--- config.mk ---
export PLATFORM = sky130hd
export DESIGN_NAME = mem_bus_arbiter
export DESIGN_NICKNAME = d
export VERILOG_FILES = /design/src/rtl/mem_bus_arbiter.sv
export SDC_FILE = /design/constraint.sdc
export NUM_CORES = 1
export LEC_CHECK = 0
export ABC_AREA = 1
export ABC_CLOCK_PERIOD_IN_PS = 1600
export CELL_PAD_IN_SITES_DETAIL_PLACEMENT = 1
export CELL_PAD_IN_SITES_GLOBAL_PLACEMENT = 2
export CORE_ASPECT_RATIO = 0.75
export CORE_MARGIN = 2
export CORE_UTILIZATION = 22
export CTS_CLUSTER_SIZE = 30
export DETAILED_ROUTE_END_ITERATION = 8
export PLACE_DENSITY_LB_ADDON = 0.15
export SLEW_MARGIN = 20
export SYNTH_ARGS = -nofsm -noshare
export SYNTH_HDL_FRONTEND = slang
export SYNTH_SLANG_ARGS = --single-unit
--- constraint.sdc ---
create_clock -name clk -period 1.6 [get_ports clk]
set_input_delay 0.4 -clock clk [delete_from_list [all_inputs] [get_ports clk]]
set_output_delay 0.4 -clock clk [all_outputs]
set_load 0.03 [all_outputs]
--- src/rtl/mem_bus_arbiter.sv ---
// mem_bus_arbiter
//   Shares the single external memory port between NUM_REQ on-die requesters.
//   Round-robin arbitration, one outstanding access, fixed-latency memory.
//   FSM: IDLE -> ACCESS (WAIT_CYCLES+1 cycles) -> DONE -> IDLE. All outputs registered.
// Ports
//   clk, rst_n           clock, asynchronous active-low reset
//   req/req_we           per-requester request level and write flag
//   req_addr/req_wdata   packed per-requester address / write data
//   gnt/done             one-hot single-cycle accept / complete pulses
//   rdata                read data, valid in the done cycle of a read
//   mem_addr/mem_wdata   memory address and write data
//   mem_data_oe          enable for the Die-level mem_data driver
//   mem_rdata            data sampled from mem_data
//   mrd/mwr              memory read / write strobes
module mem_bus_arbiter #(
  parameter int unsigned NUM_REQ     = 2,
  parameter int unsigned ADDR_W      = 16,
  parameter int unsigned DATA_W      = 32,
  parameter int unsigned WAIT_CYCLES = 2
) (
  input  logic                      clk,
  input  logic                      rst_n,
  input  logic [NUM_REQ-1:0]        req,
  input  logic [NUM_REQ-1:0]        req_we,
  input  logic [NUM_REQ*ADDR_W-1:0] req_addr,
  input  logic [NUM_REQ*DATA_W-1:0] req_wdata,
  output logic [NUM_REQ-1:0]        gnt,
  output logic [NUM_REQ-1:0]        done,
  output logic [DATA_W-1:0]         rdata,
  output logic [ADDR_W-1:0]         mem_addr,
  output logic [DATA_W-1:0]         mem_wdata,
  output logic                      mem_data_oe,
  input  logic [DATA_W-1:0]         mem_rdata,
  output logic                      mrd,
  output logic                      mwr
);

  localparam int unsigned PTR_W = $clog2(NUM_REQ);
  localparam int unsigned PW1   = PTR_W + 1;
  localparam int unsigned CNT_W = $clog2(WAIT_CYCLES + 1) + 1;

  typedef enum logic [1:0] {S_IDLE, S_ACCESS, S_DONE} state_t;

  state_t               r_state,  w_state_nxt;
  logic [CNT_W-1:0]     r_cnt,    w_cnt_nxt;
  logic [PTR_W-1:0]     r_rr_ptr, w_ptr_nxt;
  logic [PTR_W-1:0]     r_winner, w_winner_nxt;
  logic                 r_we,     w_we_nxt;
  logic [NUM_REQ-1:0]   r_gnt,    w_gnt_nxt;
  logic [NUM_REQ-1:0]   r_done,   w_done_nxt;
  logic                 r_mrd,    w_mrd_nxt;
  logic                 r_mwr,    w_mwr_nxt;
  logic                 r_oe,     w_oe_nxt;
  logic [ADDR_W-1:0]    r_addr,   w_addr_nxt;
  logic [DATA_W-1:0]    r_wdata,  w_wdata_nxt;
  logic [DATA_W-1:0]    r_rdata,  w_rdata_nxt;

  logic [ADDR_W-1:0]    w_addr_arr  [NUM_REQ];
  logic [DATA_W-1:0]    w_wdata_arr [NUM_REQ];
  logic [PTR_W-1:0]     w_sel;
  logic                 w_found;
  logic [PW1-1:0]       w_cand;

  for (genvar g = 0; g < NUM_REQ; g++) begin : g_unpack
    assign w_addr_arr[g]  = req_addr[g*ADDR_W +: ADDR_W];
    assign w_wdata_arr[g] = req_wdata[g*DATA_W +: DATA_W];
  end

  // Scan rr_ptr, rr_ptr+1, ... wrapping at NUM_REQ; first set request wins.
  always_comb begin
    w_sel   = '0;
    w_found = 1'b0;
    w_cand  = '0;
    for (int unsigned i = 0; i < NUM_REQ; i++) begin
      w_cand = {1'b0, r_rr_ptr} + PW1'(i);
      if (w_cand >= PW1'(NUM_REQ)) w_cand = w_cand - PW1'(NUM_REQ);
      if (!w_found && req[w_cand[PTR_W-1:0]]) begin
        w_found = 1'b1;
        w_sel   = w_cand[PTR_W-1:0];
      end
    end
  end

  always_comb begin
    w_state_nxt  = r_state;
    w_cnt_nxt    = r_cnt;
    w_ptr_nxt    = r_rr_ptr;
    w_winner_nxt = r_winner;
    w_we_nxt     = r_we;
    w_gnt_nxt    = '0;
    w_done_nxt   = '0;
    w_mrd_nxt    = 1'b0;
    w_mwr_nxt    = 1'b0;
    w_oe_nxt     = 1'b0;
    w_addr_nxt   = r_addr;
    w_wdata_nxt  = r_wdata;
    w_rdata_nxt  = r_rdata;
    unique case (r_state)
      S_IDLE: begin
        if (w_found) begin
          w_winner_nxt     = w_sel;
          w_we_nxt         = req_we[w_sel];
          w_addr_nxt       = w_addr_arr[w_sel];
          w_wdata_nxt      = w_wdata_arr[w_sel];
          w_gnt_nxt[w_sel] = 1'b1;
          w_mrd_nxt        = ~req_we[w_sel];
          w_mwr_nxt        = req_we[w_sel];
          w_oe_nxt         = req_we[w_sel];
          w_cnt_nxt        = '0;
          w_state_nxt      = S_ACCESS;
        end
      end
      S_ACCESS: begin
        if (r_cnt == CNT_W'(WAIT_CYCLES)) begin
          // Last strobe cycle: strobes fall with done, read data captured.
          w_done_nxt[r_winner] = 1'b1;
          if (!r_we) w_rdata_nxt = mem_rdata;
          w_state_nxt = S_DONE;
        end else begin
          w_cnt_nxt = r_cnt + 1'b1;
          w_mrd_nxt = ~r_we;
          w_mwr_nxt = r_we;
          w_oe_nxt  = r_we;
        end
      end
      S_DONE: begin
        if (r_winner == PTR_W'(NUM_REQ - 1)) w_ptr_nxt = '0;
        else                                 w_ptr_nxt = r_winner + 1'b1;
        w_state_nxt = S_IDLE;
      end
      default: w_state_nxt = S_IDLE;
    endcase
  end

  always_ff @(posedge clk or negedge rst_n) begin
    if (!rst_n) begin
      r_state  <= S_IDLE;
      r_cnt    <= '0;
      r_rr_ptr <= '0;
      r_winner <= '0;
      r_we     <= 1'b0;
      r_gnt    <= '0;
      r_done   <= '0;
      r_mrd    <= 1'b0;
      r_mwr    <= 1'b0;
      r_oe     <= 1'b0;
      r_addr   <= '0;
      r_wdata  <= '0;
      r_rdata  <= '0;
    end else begin
      r_state  <= w_state_nxt;
      r_cnt    <= w_cnt_nxt;
      r_rr_ptr <= w_ptr_nxt;
      r_winner <= w_winner_nxt;
      r_we     <= w_we_nxt;
      r_gnt    <= w_gnt_nxt;
      r_done   <= w_done_nxt;
      r_mrd    <= w_mrd_nxt;
      r_mwr    <= w_mwr_nxt;
      r_oe     <= w_oe_nxt;
      r_addr   <= w_addr_nxt;
      r_wdata  <= w_wdata_nxt;
      r_rdata  <= w_rdata_nxt;
    end
  end

  assign gnt         = r_gnt;
  assign done        = r_done;
  assign rdata       = r_rdata;
  assign mem_addr    = r_addr;
  assign mem_wdata   = r_wdata;
  assign mem_data_oe = r_oe;
  assign mrd         = r_mrd;
  assign mwr         = r_mwr;

endmodule
==> results.toml <==
[placement]
hpwl_detailed_mm = 11.5
gpl.final_weighted_congestion = 0.741
place_area_um2 = 6950
pre_cts_ws_ps = -116
io_buffer_count = 220
place.detailed.instances = 992

[sta]
fin_worst_skew_ps = 7.91
worst_pin_slew_ps = 448
postLayoutSetupSlackWorst_ps = 61.5
fin_hold_viols = 0
maxSlewViolCount = 0
final_min_period_over_clock_period_pct = 96.2
max_freq_ghz = 0.650
report.final.setup_viol = 0
hold_slack_ps = 59.6
period_needed_ps = 1540
rsz_0062_raised_after_global_routing = "false"
worst_slew_margin_rel_pct = 70.2

[die]
overall_die_area_um2 = 21200
fp.dieW_um = 168
floorplan.rows = 44
fp.dieH_um = 127
boundaryPins = 221
core_footprint_um2 = 19500
effective_utilization_at_floorplan_pct = 22.6

[final_layout]
post_route_standard_cell_area_excluding_fillers_um2 = 7180
finalNetCount = 886
final-seq-area_um2 = 2350
fillCellCount = 2311
layout-drive-gt1-share_pct = 6.23
antenna_cells_inserted = 0
multi_input_area_um2 = 1640
fin_cells = 1008
flow.area_growth_from_synthesis_pct = 62.5

[worst_setup_path]
cpMaxStageDelayCell = "dlygate4sd2_1"
r2r-end = "rdata[18]"
critical_path_buf_inv_count = 1
cp-start-kind = "flip-flop"
worst-setup-path-type = "flip-flop to output pin"
cp_data_arrival_time_ps = 1140
timing.critical_path.max_delay_family = "buffers and inverters"
crit-reg2reg-launch = "r_cnt[0]"
ff2ff_setup_slack_ps = 190
crit_fanout = 2
end_kind = "output pin"
worst-endpoint-required_ps = 1200
crit_chain = "dlygate4sd2_1"
worst_r2r_path_depth = 8
worst_path_largest_cell_delay_ps = 420

[synthesis]
synthFlopType = "dfrtp_1"
postSynthCellCount = 539
yosys_register_bits = 94
yosys.area.top_type = "dfrtp_1"
synthesis.nets = 675
syn_avg_cell_area_um2 = 8.19
synth-async-reset-ratio_pct = 100
seq_area_frac_synth_pct = 53.3
post-synth-top-area-fraction_pct = 53.3
synth_enable_flop_cells = 0
netlist_area_um2 = 4420
synth.most_common_cell = "nand2_1"
netlist_top_cells_count = "170 x nand2_1, 135 x nand3_1, 94 x dfrtp_1, 47 x inv_1, 31 x nand4_1"
post_synth_main_area_contributors = "dfrtp_1 53%, nand3_1 15%, nand2_1 14%, nand4_1 4.4%, inv_1 4.0%"
yosys.cell_types.count = 21
synthesis.yosys.warnings = 0

[pwr]
cellLeakagePower_nw = 3.63
max-vdd-ir-drop_v = 0.000675
total_power_mw = 13.8
powerDensity_nw_per_um2 = 1930

[clocking]
clk_path_buf_depth = 2
cts_made_buffers = 9
postCtsSetupBuffers = 0
path_clk_slew_ps = 70
ctsRootBufferMaster = "clkbuf_16"
htreeDepth = 3
tritoncts = "built"
numClockSinks = 94
worst_skew_pair.late_latency_ps = 340
cts-hold-fix-buffers = 0

[routing]
route.met3.wl_mm = 1.18
route.layer.met1.wl_mm = 7.30
postRouteWirelength_mm = 15.7
vias_per_cell = 4.45
remaining_drc_errors = 0
detail_route.first_pass.iterations = 4
ant_nets = 0
drt-initial-drc-count = 178
routed-wl-met2_mm = 7.13
vias = 4489
drt-wirelength-per-cell_um = 15.6
dr.max_layer_used = "met4"

[global_routing]
antenna_found_initial = 0
grt_start_max_net_pins = 62
grt_first_pass_wirelength_mm = 25.6
gr-total-overflow = 0
globalRouteTotalUtil_pct = 15.1
first_global_vias = 4822

[min_path]
worstHoldPathType = "input port to asynchronous set/reset pin"

[run]
maxCapViolCount = 0

[status]
run_status = "completed"
-- layer usage --
metal / vias to the layer above / global-route usage, %
li1: 2170 / -
met1: 2158 / 20.0
met2: 152 / 24.3
met3: 9 / 5.34
met4: 0 / 2.61
met5: - / 0
-- cell usage in the layout, fill, tap and decap left out, types with 2 or more instances in the layout --
master,n
nand2_2,3
o21ai_0,2
inv_1,47
inv_2,3
clkdlybuf4s50_1,131
clkbuf_8,2
buf_12,9
bufinv_16,2
ha_1,2
nand4_1,31
nor2_1,6
dlygate4sd2_1,85
buf_4,12
nand2_1,170
clkbuf_16,9
nor2_4,3
nand3_1,135
dfrtp_1,94
-- worst max-delay path by stage --
stage             startpoint            end  slack [ps]  cells after the start
6_report       mem_wdata[25]  mem_wdata[25]          60                      1
5_1_grt         mem_addr[14]   mem_addr[14]           6                      1
4_1_cts        mem_wdata[16]  mem_wdata[16]          30                      1
3_5_place_dp          req[0]    mem_addr[5]        -120                      6
3_3_place_gp          req[0]    mem_addr[5]         -90                      6
2_1_floorplan       r_cnt[0]       rdata[0]         310                      8
-- state kept, by name, indices dropped and copies added, names as in the netlist --
signal,cells
done,2
gnt,2
mem_addr,16
mem_data_oe,1
mem_wdata,32
mrd,1
r_cnt,3
r_rr_ptr,1
r_state,2
r_we,1
r_winner,1
rdata,32
-- through the flow --
stage / util [%] / setup TNS, ps
floorplan: - / 0
global placement: 35.6 / -2680
detailed placement: 35.6 / -3490
CTS: 36.7 / 0
global route: 36.7 / 0
finish: 36.7 / 0
-- cell type report --
cell class | instances | area share (%)
sequential | 94 | 32.8
clock buffer | 12 | 3.57
multi-input combinational | 356 | 22.9
clock inverter | 4 | 1.08
tap | 253 | 4.41
timing repair buffer | 239 | 32.6
inverter | 50 | 2.62
-- cell families (layout without fill, tap and decap cells) --
kind of cell,after synthesis,in the layout,synth area share (%)
simple gates,349,349,35.9
flops,94,94,53.3
buf+inv,89,305,9.63
compound gates,5,5,0.680
fa+ha+maj,2,2,0.566
-- power by group --
group / switching (mW) / leakage [nW] / internal, mW / total (mW)
Clock: 0.934 / 0.163 / 1.47 / 2.40
Combinational: 4.78 / 2.31 / 2.43 / 7.21
Sequential: 0.679 / 1.15 / 3.53 / 4.21
Total: 6.39 / 3.63 / 7.43 / 13.8
-- timing repair --
item,4_1_cts,5_1_grt
endpoints found under the setup margin,86,1
resized for setup,86,1
pin swaps,0,0
Power figures use the tool's default switching activity.
==> edit (same flow settings) <==
Re-encode `state_t` (3 states) as one-hot, 3 bits wide.
--- a/src/rtl/mem_bus_arbiter.sv
+++ b/src/rtl/mem_bus_arbiter.sv
@@ -41,3 +41,3 @@
 
-  typedef enum logic [1:0] {S_IDLE, S_ACCESS, S_DONE} state_t;
+  typedef enum logic [2:0] {S_IDLE = 3'b001, S_ACCESS = 3'b010, S_DONE = 3'b100} state_t;
 
Check against the original RTL: no difference found for any inputs over 4 cycles, from zero or initial values and one cycle with rst_n low; so few cycles prove little.
==> edit against the unedited design <==
Synthesized area rose by 2.0%; largest power group unchanged; register-to-register slack worse by 0.08 ns; critical path type unchanged; setup slack got worse by 0.0011 ns; power decreased by 10%; first-iteration DRC count up 29%; routed wire length rose by 3.2%; sequential cell count up 1; clock skew up 0.00095 ns; critical endpoint is now mem_wdata[1]; design area up 1.8%.
==> edit: results (changes against the unedited design) <==
The post-synthesis sequential element count was 95 (was 94). The number of multi-input combinational cells in the layout came out at 420 (was 356). The maximum number of pins on one net before global-route repair came out at 46 (was 62). The detailed router's first-iteration violation count came out at 230 (was 178). The leakage component of the power came out at 3.66 nW (was 3.63 nW). The number of nets produced by synthesis is 721 (was 675). The clock-cell share of area is 4.08% (was 4.66%). The number of rows in the core area came out at 45 (was 44). The worst hold-check path type is input pin to register (was input pin to asynchronous set/reset pin). The number of placed cells counting well taps was 1046 (was 992). The end of the worst register-to-register path is rdata[12]$_DFFE_PN0P_ (was rdata[18]$_DFFE_PN0P_).

The aggregate routed wire length was 16.2 mm (was 15.7 mm). The worst hold path terminates at r_state[0]$_DFFE_PN1P_. Top area cells in the synthesized netlist: dfrtp_1 52%, nand2_1 24%, nand3_1 9.8% (was dfrtp_1 53%, nand3_1 15%, nand2_1 14%).

The overall track demand over capacity in global routing came out at 15.4% (was 15.1%). The number of non-filler instances in the completed layout was 1063 (was 1008). The worst clock skew came out at 0.00886 ns (was 0.00791 ns).

The count of non-CTS inverters in the layout came to 34 (was 50). The global-route wire length before repair came out at 26.2 mm (was 25.6 mm). The final worst-path setup slack came out at 0.0604 ns (was 0.0615 ns). The placed instance area was 7090 sq um (was 6950 sq um). Top cells by instance count after synthesis: 293 x nand2_1, 94 x dfrtp_1, 88 x nand3_1 (was 170 x nand2_1, 135 x nand3_1, 94 x dfrtp_1). The placer congestion estimate was 0.791 (was 0.741). The area occupied by multi-input gates came out at 1820 sq um (was 1640 sq um).

The final-layout fill cell count came out at 2432 (was 2311). The placement-stage worst setup slack came to -0.154 ns (was -0.116 ns). Result of the run: finished clean (unchanged). The transition time at the pin with the least slew margin is 0.427 ns (was 0.448 ns). The synthesized area per cell came out at 7.70 sq um (was 8.19 sq um). The count of distinct cell types in the synthesized netlist came out at 19 (was 21). The longest individual stage delay on the worst path is 0.45 ns (was 0.42 ns). The total power divided by cell area came out at 1700 nW/um^2 (was 1930 nW/um^2). The half-perimeter wire length of the detailed placement result came out at 12.2 mm (was 11.5 mm). The overall via count from detail_route is 4585 (was 4489).

The fraction of layout cells with a size suffix above 1 came to 7.08% (was 6.23%). The clock insertion delay at the later pin of the skew report is 0.35 ns. The total number of nets in the final design was 936 (was 886). The final worst hold slack came out at 0.450 ns (was 0.0596 ns). The worst ir drop on vdd is 0.787 mV (was 0.675 mV).

The slack of the worst reg-to-reg path was 0.11 ns (was 0.19 ns). The count of hold-fix buffers inserted at cts came to 1 (was 0). The startpoint of the most critical setup path was mem_wdata[1]$_DFFE_PN0P_ (was mem_wdata[25]$_DFFE_PN0P_). The cell count of the worst reg-to-reg path came out at 8 (unchanged). The fraction of cell area in non-clock buffers came to 32.2% (was 32.6%).

The via count of the first global-routing pass was 4956 (was 4822). The reg-to-reg startpoint is r_cnt[0]$_DFFE_PN0P_ (unchanged). The combined flip-flop and latch cell area came out at 2380 sq um (was 2350 sq um). The post-synthesis sequential area ratio came out at 52.8% (was 53.3%). The capture point of the critical path is mem_wdata[1] (was mem_wdata[25]).
==> edit: cell count changes after synthesis, sizes merged, moves of 2 or more <==
cell	before	now
nand2	173	296
inv	50	34
nor2	9	11
nand4	31	0
nand3	135	89
a21oi	2	0
buf	34	32
nand3b	0	19
==> edit: per-layer routing <==
layer  vias to the layer above  track usage [%]  part of all wire (%)  routed length, um
li1                       2245                -                     -                  -
met2                       146             24.2                    44               7130
met4                         0             3.97                   1.4                228
met5                         -                0                     0                  0
met3                        14             5.19                   7.8               1260
met1                      2180             20.5                    47               7600
==> edit: cells by family (layout without fill, tap and decap cells) <==
logic type               after synthesis  after routing  share of synthesized area, %
adder cells (fa/ha/maj)                2              2                         0.555
AO/OA/AOI/OAI                          3              3                         0.333
buffers and inverters                 70            290                          7.05
AND/OR/NAND/NOR                      415            415                          39.3
flip-flops                            95             95                          52.8
==> edit: power by group <==
part	switching (mW)	internal, mW	total, mW
logic	4.15	2.12	6.26
registers	0.558	3.41	3.97
clock network	0.960	1.21	2.17
